--- config.mk ---
export PLATFORM = sky130hd
export DESIGN_NAME = mcu_spi_target
export DESIGN_NICKNAME = d
export VERILOG_FILES = /design/src/rtl/mcu_spi_pkg.sv /design/src/rtl/mcu_spi_sync.sv /design/src/rtl/mcu_spi_target.sv
export SDC_FILE = /design/constraint.sdc
export NUM_CORES = 1
export LEC_CHECK = 0
export BUFFER_PORTS_ARGS = -buffer_cell sky130_fd_sc_hd__buf_2
export CAP_MARGIN = 20
export CORE_MARGIN = 2
export CORE_UTILIZATION = 52
export DETAILED_ROUTE_END_ITERATION = 16
export PLACE_DENSITY_LB_ADDON = 0.15
export RECOVER_POWER = 50
export SLEW_MARGIN = 20
export SYNTH_ARGS = -nofsm -noshare
export SYNTH_HDL_FRONTEND = slang
export SYNTH_HIERARCHICAL = 1
export SYNTH_SLANG_ARGS = --single-unit
--- constraint.sdc ---
create_clock -name clk -period 2.25 [get_ports clk]
set_input_delay 0.225 -clock clk [delete_from_list [all_inputs] [get_ports clk]]
set_output_delay 0.225 -clock clk [all_outputs]
set_load 0.005 [all_outputs]
--- src/rtl/mcu_spi_pkg.sv ---
// Shared constants and FSM state type for the MCU SPI target front end.
package mcu_spi_pkg;

    localparam int unsigned BYTE_W = 8;

    localparam logic [BYTE_W-1:0] TGT_SYS = 8'd0;
    localparam logic [BYTE_W-1:0] TGT_HID = 8'd1;
    localparam logic [BYTE_W-1:0] TGT_OSD = 8'd2;
    localparam logic [BYTE_W-1:0] TGT_SDC = 8'd3;

    localparam logic [BYTE_W-1:0] MCU_SPI_IDLE_REPLY = 8'h00;

    typedef enum logic [1:0] {
        IDLE = 2'd0,
        TGT  = 2'd1,
        DATA = 2'd2,
        SINK = 2'd3
    } mcu_spi_state_e;

endpackage

--- src/rtl/mcu_spi_sync.sv ---
// Two-flop synchroniser with rise/fall detect taken from the synchronised history.
module mcu_spi_sync #(
    parameter logic RESET_VAL = 1'b0
) (
    input  logic clk,
    input  logic reset_n,
    input  logic din,
    output logic dout,
    output logic rise_c,
    output logic fall_c
);

    logic meta_q, meta_d;
    logic sync_q, sync_d;
    logic prev_q, prev_d;

    always_comb begin
        meta_d = din;
        sync_d = meta_q;
        prev_d = sync_q;
    end

    always_ff @(posedge clk or negedge reset_n) begin
        if (!reset_n) begin
            meta_q <= RESET_VAL;
            sync_q <= RESET_VAL;
            prev_q <= RESET_VAL;
        end else begin
            meta_q <= meta_d;
            sync_q <= sync_d;
            prev_q <= prev_d;
        end
    end

    assign dout   = sync_q;
    assign rise_c = sync_q & ~prev_q;
    assign fall_c = ~sync_q & prev_q;

endmodule

--- src/rtl/mcu_spi_target.sv ---
// Oversampled SPI mode-0 target: first byte picks a decoder, later bytes are strobed to it.
// Optional transaction watchdog enabled with MCU_SPI_TIMEOUT_EN.
module mcu_spi_target
    import mcu_spi_pkg::*;
#(
    parameter int unsigned NUM_TARGETS = 4,
    parameter int unsigned TIMEOUT     = 4096
) (
    input  logic                          clk,
    input  logic                          reset_n,
    input  logic                          spi_ss_n,
    input  logic                          spi_sclk,
    input  logic                          spi_mosi,
    output logic                          spi_miso,
    output logic                          mcu_strobe,
    output logic                          mcu_start,
    output logic [BYTE_W-1:0]             mcu_data,
    output logic [NUM_TARGETS-1:0]        mcu_target_sel,
    input  logic [BYTE_W*NUM_TARGETS-1:0] mcu_reply,
    output logic                          abort
);

    if (NUM_TARGETS < 1 || NUM_TARGETS > 256 || TIMEOUT < 2) begin : g_bad_cfg
        $error("mcu_spi_target: unsupported NUM_TARGETS or TIMEOUT");
    end

    logic ss_sync, ss_rise_c, ss_fall_c;
    logic sclk_sync, sclk_rise_c, sclk_fall_c;

    // ss_n resets to "selected" so a reset released mid-transaction cannot look like a fresh select.
    mcu_spi_sync #(.RESET_VAL(1'b0)) u_ss_sync (
        .clk    (clk),
        .reset_n(reset_n),
        .din    (spi_ss_n),
        .dout   (ss_sync),
        .rise_c (ss_rise_c),
        .fall_c (ss_fall_c)
    );

    mcu_spi_sync #(.RESET_VAL(1'b0)) u_sclk_sync (
        .clk    (clk),
        .reset_n(reset_n),
        .din    (spi_sclk),
        .dout   (sclk_sync),
        .rise_c (sclk_rise_c),
        .fall_c (sclk_fall_c)
    );

    mcu_spi_state_e           state_q, state_d;
    logic                     armed_q, armed_d;
    logic [2:0]               bit_cnt_q, bit_cnt_d;
    logic [BYTE_W-2:0]        rx_shift_q, rx_shift_d;
    logic                     first_q, first_d;
    logic                     strobe_q, strobe_d;
    logic                     start_q, start_d;
    logic [BYTE_W-1:0]        data_q, data_d;
    logic [NUM_TARGETS-1:0]   sel_q, sel_d;
    logic                     done_q, done_d;
    logic                     load_q, load_d;
    logic [BYTE_W-1:0]        tx_q, tx_d;
    logic                     abort_q, abort_d;
    logic                     mosi_meta_q, mosi_meta_d;
    logic                     mosi_sync_q, mosi_sync_d;

    logic [BYTE_W-1:0]        rx_byte;
    logic [BYTE_W-1:0]        reply_sel;
    logic                     id_valid;
    logic [NUM_TARGETS-1:0]   id_onehot;

`ifdef MCU_SPI_TIMEOUT_EN
    localparam int unsigned TO_W = (TIMEOUT > 2) ? $clog2(TIMEOUT) : 1;
    logic [TO_W-1:0] to_cnt_q, to_cnt_d;
`endif

    assign rx_byte  = {rx_shift_q, mosi_sync_q};
    assign id_valid = 32'(rx_byte) < NUM_TARGETS;

    // Reply mux and id decode; sel_q stays zero in SINK so the reply defaults to idle.
    always_comb begin
        reply_sel = MCU_SPI_IDLE_REPLY;
        id_onehot = '0;
        for (int unsigned i = 0; i < NUM_TARGETS; i++) begin
            if (sel_q[i]) begin
                reply_sel = mcu_reply[BYTE_W*i +: BYTE_W];
            end
            id_onehot[i] = (32'(rx_byte) == i);
        end
    end

    always_comb begin
        state_d     = state_q;
        armed_d     = armed_q;
        bit_cnt_d   = bit_cnt_q;
        rx_shift_d  = rx_shift_q;
        first_d     = first_q;
        strobe_d    = 1'b0;
        start_d     = 1'b0;
        data_d      = data_q;
        sel_d       = sel_q;
        done_d      = 1'b0;
        load_d      = done_q;
        tx_d        = tx_q;
        abort_d     = 1'b0;
        mosi_meta_d = spi_mosi;
        mosi_sync_d = mosi_meta_q;

        if (ss_rise_c) begin
            armed_d = 1'b1;
        end

        if (ss_sync || state_q == IDLE) begin
            bit_cnt_d  = '0;
            rx_shift_d = '0;
            first_d    = 1'b0;
            sel_d      = '0;
            tx_d       = '0;
            load_d     = 1'b0;
            state_d    = (!ss_sync && ss_fall_c && armed_q) ? TGT : IDLE;
        end else begin
            if (sclk_rise_c) begin
                bit_cnt_d  = bit_cnt_q + 3'd1;
                rx_shift_d = rx_byte[BYTE_W-2:0];
                if (bit_cnt_q == 3'd7) begin
                    done_d = 1'b1;
                    case (state_q)
                        TGT: begin
                            first_d = 1'b1;
                            sel_d   = id_valid ? id_onehot : '0;
                            state_d = id_valid ? DATA : SINK;
                        end
                        DATA: begin
                            strobe_d = 1'b1;
                            start_d  = first_q;
                            data_d   = rx_byte;
                            first_d  = 1'b0;
                        end
                        default: ;
                    endcase
                end
            end

            // The fall after the 8th rise must not shift: it is where the reloaded bit 7 appears.
            if (load_q) begin
                tx_d = reply_sel;
            end else if (sclk_fall_c && bit_cnt_q != 3'd0) begin
                tx_d = {tx_q[BYTE_W-2:0], 1'b0};
            end
        end

`ifdef MCU_SPI_TIMEOUT_EN
        to_cnt_d = '0;
        if (!ss_sync && state_q != IDLE && !sclk_rise_c && !sclk_fall_c) begin
            if (to_cnt_q == TO_W'(TIMEOUT - 1)) begin
                abort_d = 1'b1;
                armed_d = 1'b0;
                state_d = IDLE;
            end else begin
                to_cnt_d = to_cnt_q + TO_W'(1);
            end
        end
`endif
    end

    always_ff @(posedge clk or negedge reset_n) begin
        if (!reset_n) begin
            state_q     <= IDLE;
            armed_q     <= 1'b0;
            bit_cnt_q   <= '0;
            rx_shift_q  <= '0;
            first_q     <= 1'b0;
            strobe_q    <= 1'b0;
            start_q     <= 1'b0;
            data_q      <= '0;
            sel_q       <= '0;
            done_q      <= 1'b0;
            load_q      <= 1'b0;
            tx_q        <= '0;
            abort_q     <= 1'b0;
            mosi_meta_q <= 1'b0;
            mosi_sync_q <= 1'b0;
        end else begin
            state_q     <= state_d;
            armed_q     <= armed_d;
            bit_cnt_q   <= bit_cnt_d;
            rx_shift_q  <= rx_shift_d;
            first_q     <= first_d;
            strobe_q    <= strobe_d;
            start_q     <= start_d;
            data_q      <= data_d;
            sel_q       <= sel_d;
            done_q      <= done_d;
            load_q      <= load_d;
            tx_q        <= tx_d;
            abort_q     <= abort_d;
            mosi_meta_q <= mosi_meta_d;
            mosi_sync_q <= mosi_sync_d;
        end
    end

`ifdef MCU_SPI_TIMEOUT_EN
    always_ff @(posedge clk or negedge reset_n) begin
        if (!reset_n) begin
            to_cnt_q <= '0;
        end else begin
            to_cnt_q <= to_cnt_d;
        end
    end
`endif

    assign spi_miso       = tx_q[BYTE_W-1];
    assign mcu_strobe     = strobe_q;
    assign mcu_start      = start_q;
    assign mcu_data       = data_q;
    assign mcu_target_sel = sel_q;
    assign abort          = abort_q;

    logic unused_sclk_level;
    assign unused_sclk_level = sclk_sync;

endmodule
==> summary.txt <==
Outcome
  – Outcome: finished clean

Routing
  – ANT nets after route: 0
  – Drt wl/cell: 15.8 um
  – Vias: 1624
  – Starting DRT DRC Count: 72
  – Avg Vias per Cell: 5.62
  – First drt pass iteration count: 4
  – DRC Markers: 0
  – Detailed Route WL: 4580 um

Clocking
  – Resized Gates After CTS: 0
  – Clock sink count: 46
  – Worst-path clk slew: 0.08 ns
  – CTS Buf Count: 5
  – TritonCTS clock tree: done
  – CTS Root Cell: clkbuf_8
  – H-tree Lvls: 2
  – CTS Buffer Depth: 2
  – Latest clock arrival within the worst-skew pair: 0.29 ns

Min path
  – Hold Path End: mosi_meta_q
  – Start point of the worst hold path: spi_mosi
  – Worst hold path type: in -> reg
  – Hold depth: 1

Final layout
  – Antenna Diode Count: 0
  – Fin util: 63.5%
  – Syn-to-layout area delta: 18.9%
  – Non-Filler Instances: 289
  – Post-route cell area: 2520 sq um
  – Post-layout net count: 278
  – Layout cells sized above 1: 28.9%
  – Filler instances: 354

Placed design
  – Cells after DPL: 280
  – Post-DP HPWL: 3390 um
  – GP Congestion: 0.826
  – PortBufs: 51
  – Placed inst area: 2410 sq um

Synth
  – Synthesized area: 2120 sq um
  – Seq cells post-synth: 46
  – Register area share after synthesis: 54.3%
  – Top FF cell, synth: dfrtp_1
  – Post-synth top cells: dfrtp_1 (46), nor2_1 (16), a21oi_1 (11), nand2_1 (10), mux2i_1 (9)
  – Warnings, synthesis: 6
  – Area contributors post-synth: dfrtp_1 (54%), mux2i_1 (4.3%), mux2_2 (4.3%)
  – Library cells used by synthesis: 38
  – Post-Syn Instances: 186
  – EDFF count, synth: 0
  – Largest area contributor in the netlist: dfrtp_1
  – Syn_area_per_cell: 11.4 sq um
  – Post-synth ARST share: 100%
  – Yosys top cell area share: 54.3%
  – Most frequent cell after synthesis: dfrtp_1
  – Mapped Nets: 226

Die
  – Site row count: 23
  – Io pins: 53
  – Initial Util: 53.4%
  – Die width: 67.8 um
  – Core footprint: 3970 sq um
  – DIE HEIGHT: 67.8 um
  – Die area: 4600 sq um

GRT
  – Antenna violations before repair: 0
  – Congestion Overflow GR: 0
  – Vias in the first global route: 1552
  – Global-route wire length before repair: 6940 um
  – Total track usage: 20.7%
  – Pin count of the biggest net entering global routing: 25

Power
  – Pwr dens: 607 nW/um^2
  – Leakage power: 1.20 nW
  – Worst VDD drop: 0.374 mV

Timing
  – Setup TNS: 0 ns
  – Slew headroom: 21.7%
  – Final hold vios: 0
  – Max frequency: 534 MHz
  – Fin crit share: 83.2%
  – Final min period: 1.87 ns
  – RSZ-0062 raised after global routing: false
  – Final Max Slew Viols: 0
  – Final setup vio count: 0
  – Clk_skew: 0.00362 ns
  – Slew at the pin with the worst max-slew slack: 1.17 ns

Worst setup path
  – Critical path peak fanout: 10
  – Reg2reg end: mcu_data[4]
  – Crit. End Element: flip-flop
  – Setup CP Type: reg -> reg
  – R2R Setup Slk: 0.38 ns
  – Startpoint Class: flip-flop
  – Reg2reg path depth: 5
  – Crit path DAT: 2.05 ns
  – Worst EP required: 2.43 ns
  – RR Startpoint: bit_cnt_q[0]

Job
  – Max Cap Violations: 0
per-layer routing:
metal	GRT usage, %	vias to the layer above	share of wire [%]
met3	3.45	7	6.0
met2	38.0	57	51
met1	23.8	788	41
met5	0	-	0
met4	9.00	0	1.5
li1	-	772	-
worst max path at each step:
stage	startpoint	to	depth (start not counted)	slack, ns
2_1_floorplan	bit_cnt_q[0]	mcu_data[0]	5	0.59
3_3_place_gp	bit_cnt_q[0]	mcu_data[3]	5	0.46
3_5_place_dp	bit_cnt_q[0]	mcu_data[2]	5	0.38
4_1_cts	bit_cnt_q[0]	mcu_data[4]	5	0.36
5_1_grt	bit_cnt_q[0]	mcu_data[7]	5	0.24
6_report	bit_cnt_q[0]	mcu_data[4]	5	0.38
critical path: stages, from the launching register on:
cell and delay, ns:
dfrtp_1 0.39, ha_1 0.17, ha_1 0.16, nand2_1 0.17, nor3_4 0.46, mux2_2 0.39
what timing repair did:
item / CTS / global route
hold buffers: 1 / 0
buffers inserted: 0 / 0
endpoints found under the hold margin: 22 / 0
layout by cell type (no fill, tap or decap), types with 2 or more instances in the layout:
cell type,Yosys,layout
mux2_2,8,8
nand2b_1,8,8
mux2i_1,9,9
clkbuf_1,4,10
inv_1,5,5
a21oi_1,11,11
buf_2,6,43
nand2_1,10,10
a221oi_1,2,2
nand3_1,8,8
ha_1,3,3
dfrtp_1,46,46
a22o_1,4,4
buf_4,1,4
nor2b_1,4,4
nor2_1,16,16
o21ai_0,2,2
clkbuf_8,0,5
o31ai_1,6,6
a2bb2oi_1,6,6
a221o_1,7,7
and2b_2,2,2
through the flow:
step,worst slack (ns),power (W),hold slack (ns)
final,0.378,0.00153,0.0346
after global routing,0.237,0.00159,0.0157
after CTS,0.357,0.00155,0.0252
after detailed placement,0.378,0.000964,0.220
after global placement,0.460,0.000959,0.205
after floorplan,0.591,0.000906,-0.0706
logic make-up (layout without fill, tap and decap cells):
family	count (synthesis)	after routing	share of synthesized area, %
AOI/OAI and AO/OA	43	43	15.3
adders and majority gates	3	3	1.77
other	1	1	0.177
and+or+nand+nor	59	59	16.1
buffers and inverters	16	69	3.36
muxes	17	17	8.50
xor gates and xnor gates	1	1	0.413
DFF	46	46	54.3
registers in the layout (all words and copies together), names as in the netlist, 2 cells and up:
| register | count |
|---|---|
| rx_shift_q | 7 |
| mcu_data | 8 |
| mcu_target_sel | 4 |
| bit_cnt_q | 3 |
| state_q | 2 |
| tx_q | 8 |
layout make-up:
class | instances | area, sq um | share of cell area (%)
well taps | 50 | 62.6 | 2.48
flip-flops and latches | 46 | 1150 | 45.7
multi-input cells | 124 | 897 | 35.6
inverters | 5 | 18.8 | 0.744
repair buffers | 56 | 285 | 11.3
clock buffers | 7 | 76.3 | 3.03
clock inverters | 1 | 30.0 | 1.19
where the power goes:
part	switching, W	total, W	leakage [nW]	internal [W]
Combinational	0.0000477	0.0000950	0.532	0.0000474
Clock	0.000251	0.000584	0.0524	0.000332
Sequential	0.0000120	0.000852	0.617	0.000840
Power figures use the tool's default switching activity.
